File: src/rtl/spi_pkg.sv
// Shared types and constants for the Mini_SPI master.
// Only mode 0 is built today; the mode constants mark where a future mode extension would hook in.
package spi_pkg;

  typedef enum logic [2:0] {
    IDLE,
    LEAD,
    HIGH,
    LOW,
    TRAIL
  } spi_state_t;

  localparam logic SPI_CPOL = 1'b0;
  localparam logic SPI_CPHA = 1'b0;

endpackage

File: src/rtl/spi_sclk_gen.sv
// Half-period divider: pulses o_tick on every CLK_DIV-th enabled cycle.
// The count restarts from zero whenever the block is disabled.
module spi_sclk_gen #(
  parameter int CLK_DIV = 2
) (
  input  logic clk,
  input  logic clear,
  input  logic i_en,
  output logic o_tick
);

  localparam int DW = (CLK_DIV < 2) ? 1 : $clog2(CLK_DIV + 1);

  logic [DW-1:0] r_divCnt;
  logic          w_last;

  assign w_last = (r_divCnt == DW'(CLK_DIV - 1));
  assign o_tick = i_en && w_last;

  always_ff @(posedge clk or negedge clear) begin
    if (!clear) begin
      r_divCnt <= '0;
    end else if (!i_en || w_last) begin
      r_divCnt <= '0;
    end else begin
      r_divCnt <= r_divCnt + DW'(1);
    end
  end

endmodule

File: src/rtl/spi_master_ctrl.sv
// Mode-0 SPI master sequencer: one full-duplex WIDTH-bit transfer per accepted start,
// with chip-select framing, SCLK generation, MOSI shift-out and MISO capture.
module spi_master_ctrl
  import spi_pkg::*;
#(
  parameter int WIDTH     = 8,
  parameter int CLK_DIV   = 2,
  parameter int MSB_FIRST = 1
) (
  input  logic             clk,
  input  logic             clear,
  input  logic             start,
  input  logic [WIDTH-1:0] txData,
  input  logic             miso,
  output logic             busy,
  output logic             done,
  output logic [WIDTH-1:0] rxData,
  output logic             sclk,
  output logic             mosi,
  output logic             csN
);

  localparam int   BW          = $clog2(WIDTH + 1);
  localparam logic CAP_ON_LEAD = (SPI_CPHA == 1'b0);

  spi_state_t       r_state;
  logic [WIDTH-1:0] r_tx;
  logic [WIDTH-1:0] r_rx;
  logic [WIDTH-1:0] r_rxData;
  logic [BW-1:0]    r_bitCnt;
  logic             r_trailHold;
  logic             r_busy;
  logic             r_done;
  logic             r_sclk;
  logic             r_mosi;
  logic             r_csN;
  logic             w_divEn;
  logic             w_tick;

  function automatic logic first_bit(input logic [WIDTH-1:0] v);
    return (MSB_FIRST != 0) ? v[WIDTH-1] : v[0];
  endfunction

  function automatic logic [WIDTH-1:0] shift_tx(input logic [WIDTH-1:0] v);
    return (MSB_FIRST != 0) ? (v << 1) : (v >> 1);
  endfunction

  function automatic logic [WIDTH-1:0] capture(input logic [WIDTH-1:0] v, input logic b);
    return (MSB_FIRST != 0) ? {v[WIDTH-2:0], b} : {b, v[WIDTH-1:1]};
  endfunction

  assign w_divEn = (r_state != IDLE);

  spi_sclk_gen #(
    .CLK_DIV (CLK_DIV)
  ) u_sclk_gen (
    .clk    (clk),
    .clear  (clear),
    .i_en   (w_divEn),
    .o_tick (w_tick)
  );

  always_ff @(posedge clk or negedge clear) begin
    if (!clear) begin
      r_state     <= IDLE;
      r_tx        <= '0;
      r_rx        <= '0;
      r_rxData    <= '0;
      r_bitCnt    <= '0;
      r_trailHold <= 1'b0;
      r_busy      <= 1'b0;
      r_done      <= 1'b0;
      r_sclk      <= SPI_CPOL;
      r_mosi      <= 1'b0;
      r_csN       <= 1'b1;
    end else begin
      r_done <= 1'b0;
      case (r_state)
        IDLE: begin
          if (start) begin
            r_tx        <= txData;
            r_csN       <= 1'b0;
            r_busy      <= 1'b1;
            r_mosi      <= first_bit(txData);
            r_bitCnt    <= '0;
            r_trailHold <= 1'b0;
            r_state     <= LEAD;
          end
        end
        LEAD: begin
          if (w_tick) begin
            r_sclk <= ~SPI_CPOL;
            if (CAP_ON_LEAD) r_rx <= capture(r_rx, miso);
            r_state <= HIGH;
          end
        end
        HIGH: begin
          if (w_tick) begin
            r_sclk   <= SPI_CPOL;
            r_bitCnt <= r_bitCnt + BW'(1);
            if (r_bitCnt == BW'(WIDTH - 1)) begin
              r_state <= TRAIL;
            end else begin
              r_tx    <= shift_tx(r_tx);
              r_mosi  <= first_bit(shift_tx(r_tx));
              r_state <= LOW;
            end
          end
        end
        LOW: begin
          if (w_tick) begin
            r_sclk <= ~SPI_CPOL;
            if (CAP_ON_LEAD) r_rx <= capture(r_rx, miso);
            r_state <= HIGH;
          end
        end
        TRAIL: begin
          // Two half-periods: the final SCLK-low phase, then the CS hold.
          if (w_tick) begin
            if (!r_trailHold) begin
              r_trailHold <= 1'b1;
            end else begin
              r_trailHold <= 1'b0;
              r_csN       <= 1'b1;
              r_busy      <= 1'b0;
              r_mosi      <= 1'b0;
              r_done      <= 1'b1;
              r_rxData    <= r_rx;
              r_bitCnt    <= '0;
              r_state     <= IDLE;
            end
          end
        end
        default: begin
          r_state <= IDLE;
        end
      endcase
    end
  end

  assign busy   = r_busy;
  assign done   = r_done;
  assign rxData = r_rxData;
  assign sclk   = r_sclk;
  assign mosi   = r_mosi;
  assign csN    = r_csN;

endmodule

File: config.mk
export PLATFORM = sky130hd
export DESIGN_NAME = spi_master_ctrl
export DESIGN_NICKNAME = d
export VERILOG_FILES = /design/src/rtl/spi_pkg.sv /design/src/rtl/spi_sclk_gen.sv /design/src/rtl/spi_master_ctrl.sv
export SDC_FILE = /design/constraint.sdc
export NUM_CORES = 1
export LEC_CHECK = 0
export BUFFER_PORTS_ARGS = -buffer_cell sky130_fd_sc_hd__buf_2
export CORE_MARGIN = 8
export CORE_UTILIZATION = 55
export DETAILED_ROUTE_END_ITERATION = 10
export MAX_ROUTING_LAYER = met4
export PLACE_DENSITY_LB_ADDON = 0.3
export SLEW_MARGIN = 30
export SYNTH_ARGS = -nofsm -noshare
export SYNTH_HDL_FRONTEND = slang
export SYNTH_SLANG_ARGS = --single-unit
File: constraint.sdc
create_clock -name clk -period 2 [get_ports clk]
set_input_delay 0.5 -clock clk [delete_from_list [all_inputs] [get_ports clk]]
set_output_delay 0.5 -clock clk [all_outputs]
set_load 0.05 [all_outputs]
==> results of run 1 <==
## per-layer routing
| metal | GRT usage | vias to the layer above | share of wire |
|---|---|---|---|
| met1 | 0.163 | 560 | 0.45 |
| met5 | - | - | 0 |
| li1 | - | 570 | - |
| met4 | 0.0554 | 0 | 0.013 |
| met2 | 0.211 | 25 | 0.50 |
| met3 | 0.0502 | 5 | 0.038 |
## worst max-delay path by stage
stage	startpoint	endpoint	slack [ps]	cells after the start
3_3_place_gp	start	mosi$_DFFE_PN0P_	190	5
5_1_grt	r_state[1]$_DFFE_PN0P_	mosi$_DFFE_PN0P_	170	4
4_1_cts	u_sclk_gen.r_divCnt[0]$_DFF_PN0_	r_tx[6]$_DFFE_PN0P_	80	4
3_5_place_dp	u_sclk_gen.r_divCnt[0]$_DFF_PN0_	r_tx[6]$_DFFE_PN0P_	100	4
6_report	r_state[1]$_DFFE_PN0P_	mosi$_DFFE_PN0P_	260	4
2_1_floorplan	start	mosi$_DFFE_PN0P_	360	4
## repair_timing
item | 4_1_cts | 5_1_grt
buffers inserted | 0 | 0
gates resized for setup | 0 | 1
endpoints found under the setup margin | 0 | 7
## power by group
group | switching (mW) | total (mW) | internal (mW)
sequential | 0.0185 | 0.815 | 0.797
combinational | 0.0866 | 0.132 | 0.0452
clock | 0.235 | 0.500 | 0.265
total | 0.340 | 1.45 | 1.11
## registers in the layout (all words and copies together), names as in the netlist, 2 cells and up
register	count
r_rx	8
rxData	8
r_tx	7
r_bitCnt	4
r_state	3
u_sclk_gen.r_divCnt	2
## layout by cell type (no fill, tap or decap), types with 2 or more instances in the layout
cell type and n:
a22o_1 3, a22oi_1 2, buf_2 24, buf_4 7, clkbuf_1 2, clkbuf_4 5, dfrtp_1 37, ha_1 2
inv_1 2, mux2_2 16, mux2i_1 7, nand2_1 14, nand3_1 3, nand3b_1 3, nand4b_1 2, nor2_1 9
nor3_1 3, o21ai_0 14
## cells by family (layout without fill, tap and decap cells)
| logic type | count (synthesis) | after routing |
|---|---|---|
| simple gates | 42 | 42 |
| buf+inv | 9 | 41 |
| flops | 38 | 38 |
| compound gates | 27 | 27 |
| mux | 24 | 24 |
| fa+ha+maj | 2 | 2 |
## area by class of cell
class                   instances  area (sq um)  area share
flip-flops and latches         38           952       0.489
clock inverters                 1          30.0      0.0154
clock buffers                   7          45.0      0.0231
multi-input cells              95           699       0.359
repair buffers                 31           173      0.0886
well taps                      33          41.3      0.0212
inverters                       2          7.51     0.00385
## per-stage QoR
step | hold slack (ps) | total power [mW]
after CTS | 191 | 1.47
after global routing | 204 | 1.51
after floorplan | 204 | 0.913
after detailed placement | 460 | 0.964
after global placement | 425 | 0.958
final | 185 | 1.45
## synth_stat cells, drive strengths merged (2+ instances only)
cell    count
a22o        3
nand2      14
a22oi       2
ha          2
nand4b      2
buf         7
mux2i       7
inv         2
nand3       3
nor3        4
nor2        9
nand3b      3
dfrtp      37
a21oi       2
mux2       17
o21ai      14
==> metrics, run 1 <==
number of port buffers 24; Setup crit start kind register; fin cells 207; Worst R2R Start r_state[1]$_DFFE_PN0P_; critical path's slowest cell dfrtp_1; static leakage 0.886 nW; CTS Buffer Depth 2; Crit Path Max Fanout 9; Netlist cell types 34; io pins 25; 1st-iter DRT viols 62; CTS buffer count 5; # fillers 231; largest family of logic cells by synthesized area multiplexers; DP Wirelength 2310 um; post-synthesis adder-cell area fraction 0.0148; Hold Path Class in2async; RSZ-0062 raised after global routing false; Simple-Gate Fraction of Synth Area 0.138; Die Wd 71.4 um; FP Rows 20; Crit path arrival time 1970 ps; ys async rst share 1.00; Post-Layout Inst Area 1950 sq um; share of post-route cells with drive strength above 1 0.333; P&R area growth vs syn 15.2%; Antenna Cells 0; Yosys reg bits 38; Setup WS post-layout 260 ps; average wire per standard cell 15.1 um; required time worst endpoint 2230 ps; top-area cell type share of the netlist area 0.548; Mean Syn Cell Area 11.9 sq um; CP cell instances or3b_1 > a31o_1 > a21oi_2 > mux2_1; CP bufs+invs 0; Max Clock Skew 7.34 ps; Synth Flop Type dfrtp_1; WS Path Type reg2reg; vias in the first global route 1233; Fmax 575 MHz; synth top area cells dfrtp_1, mux2_2, mux2i_1, o21ai_0, nand2_1; gr usage total 0.139; first-pass GRT wire length 5460 um; Via Count 1160; R2R Setup Slk 260 ps; post-synthesis mux area share 0.155; P per Cell Area 743 nW/um^2; min Tclk post-route 1740 ps; TritonCTS clock tree built; Largest stage delay, worst path 490 ps; Synthesized Nets 156; final hold viol count 0; routed vias/inst 5.60; CP endpoint kind register; die footprint 5100 sq um; Slew HR 0.674; endpoints failing setup 0; dpl ws 97.5 ps; largest net degree at the start of global routing 39; FF-to-FF End mosi$_DFFE_PN0P_; Util after Layout 0.654; clock-pin slew on the worst setup and hold paths 110 ps; Setup TNS 0 ps; DRT Pass-1 Iters 4; largest area contributor in the netlist dfrtp_1; Crit path max-delay family flip-flops; worst-case reg-to-reg path depth 4; core area 2980 sq um; worst-margin pin slew 490 ps; Cells after Synth 142; drt drc 0; clk sinks 38; Overflow after GRT 0; worst vdd ir 0.564 mV; root buf cell clkbuf_4; DP Area 1870 sq um; Die Ht 71.4 um; Final Cycle Share 0.870; Pins Over Slew Limit 0; max-cap violations 0; sequential area share after synthesis 0.563; initial antenna violation count 0; Synth Area in XOR/XNOR 0; Antenna Violating Nets Remaining 0; H-tree Lvls 2; synthesized area 1690 sq um; placed insts 199; EDFF count, synth 0; DRT Wirelength 3130 um; hold buffer count at CTS 0; status completed; yosys warns 0; Compound-Gate Fraction of Synth Area 0.103; Placer Congestion 0.859; fin nets 187; Starting Density 0.568; worst skew pair latency 340 ps
Power figures use the tool's default switching activity.
==> inputs of run 2 (changes only) <==
RECOVER_POWER = 50   (was default)
clock period = 2.08 ns   (was 2 ns; I/O delays follow)
==> metrics, run 2 (synthesis results as in run 1) <==
gr usage total 0.130; DP Wirelength 2220 um; FF-to-FF End r_tx[1]$_DFFE_PN0P_; Hold Path Class in2async; final hold viol count 0; max-cap violations 0; CTS Buffer Depth 2; Worst R2R Start u_sclk_gen.r_divCnt[0]$_DFF_PN0_; worst-margin pin slew 882 ps; DRT Wirelength 2980 um; fin cells 203; initial antenna violation count 0; Fmax 525 MHz; DRT Pass-1 Iters 6; required time worst endpoint 2260 ps; share of post-route cells with drive strength above 1 0.306; Die Ht 71.4 um; Slew HR 0.412; Die Wd 71.4 um; drt drc 0; Antenna Cells 0; root buf cell clkbuf_4; 1st-iter DRT viols 39; io pins 25; most frequent cells in the layout dfrtp_1, buf_2, mux2_2; CP endpoint r_tx[1]$_DFFE_PN0P_; total power 1.56 mW; Setup WS post-layout 174 ps; Post-Layout Inst Area 1940 sq um; Placer Congestion 0.850; multi-input logic area 693 sq um; CP cell instances ha_1 > o2111ai_1 > o21ai_0; # Post-CTS Setup Buffers 0; Max Clock Skew 9.19 ps; CP endpoint kind register; placed insts 195; vias in the first global route 1184; worst-case reg-to-reg path depth 3; most common cell after layout, fill and taps aside dfrtp_1; min Tclk post-route 1910 ps; Crit Path Max Fanout 14; Via Count 1139; fin nets 183; Starting Density 0.568; die footprint 5100 sq um; H-tree Lvls 2; FP Rows 20; Post-CTS Resized 0; clock-pin slew on the worst setup and hold paths 120 ps; Setup crit start u_sclk_gen.r_divCnt[0]$_DFF_PN0_; Setup TNS 0 ps; first-pass GRT wire length 5200 um; Crit path arrival time 2090 ps; worst hold slack 377 ps; Pins Over Slew Limit 0; Storage cell area 952 sq um; P per Cell Area 801 nW/um^2; average wire per standard cell 14.7 um; # fillers 234; Overflow after GRT 0; dpl ws 216 ps; largest net degree at the start of global routing 39; Setup crit start kind register; RSZ-0062 raised after global routing false; DP Area 1840 sq um; Final Cycle Share 0.917; worst skew pair latency 330 ps; Antenna Violating Nets Remaining 0; TritonCTS clock tree built; critical path's slowest cell o2111ai_1; clk sinks 38; static leakage 0.872 nW; status completed; number of port buffers 24; Largest stage delay, worst path 760 ps; R2R Setup Slk 170 ps; hold buffer count at CTS 0; P&R area growth vs syn 14.9%; core area 2980 sq um; endpoints failing setup 0; WS Path Type reg2reg; worst vdd ir 0.491 mV; routed vias/inst 5.61; CTS buffer count 5; Util after Layout 0.652
run 2: changes by cell type in the layout (fill, tap and decap cells not counted):
cell       delta
buf_4         -5
buf_2         -3
bufinv_16     +1
clkbuf_1      +1
clkbuf_2      +1
clkbuf_8      +1
o2111ai_1     +1
o2111ai_2     -1
run 2: layout make-up:
cell class	count	area share
Inverter	2	0.00387
Timing Repair Buffer	27	0.0702
Sequential cell	38	0.490
Clock buffer	6	0.0264
Tap cell	33	0.0213
Multi-Input combinational cell	95	0.357
Clock inverter	2	0.0309
run 2: worst min path at each step:
stage	endpoint	slack, ps
CTS	rxData[1]$_DFFE_PN0P_	220
global route	r_rx[0]$_DFFE_PN0P_	410
global placement	u_sclk_gen.r_divCnt[0]$_DFF_PN0_	420
finish	r_bitCnt[1]$_DFFE_PN0P_	380
detailed placement	u_sclk_gen.r_divCnt[0]$_DFF_PN0_	440
floorplan	busy$_DFFE_PN0P_	220
run 2: power by group:
part	leakage (nW)	total (mW)	internal [mW]	switching, mW
sequential	0.478	0.784	0.766	0.0176
clock	0.0585	0.647	0.407	0.240
combinational	0.336	0.125	0.0418	0.0828
total	0.872	1.56	1.22	0.341
run 2: critical path: cells and delay by family, from the launching register on:
family | cells | cell delay, ps
AO/OA/AOI/OAI | 2 | 990
flip-flops | 1 | 410
adder cells (fa/ha/maj) | 1 | 360
run 2: layer usage:
metal	routed length [um]	GRT usage	vias up
li1	-	-	567
met1	1330	0.150	550
met2	1530	0.206	18
met3	88	0.0279	4
met4	33	0.0693	0
met5	0	-	-
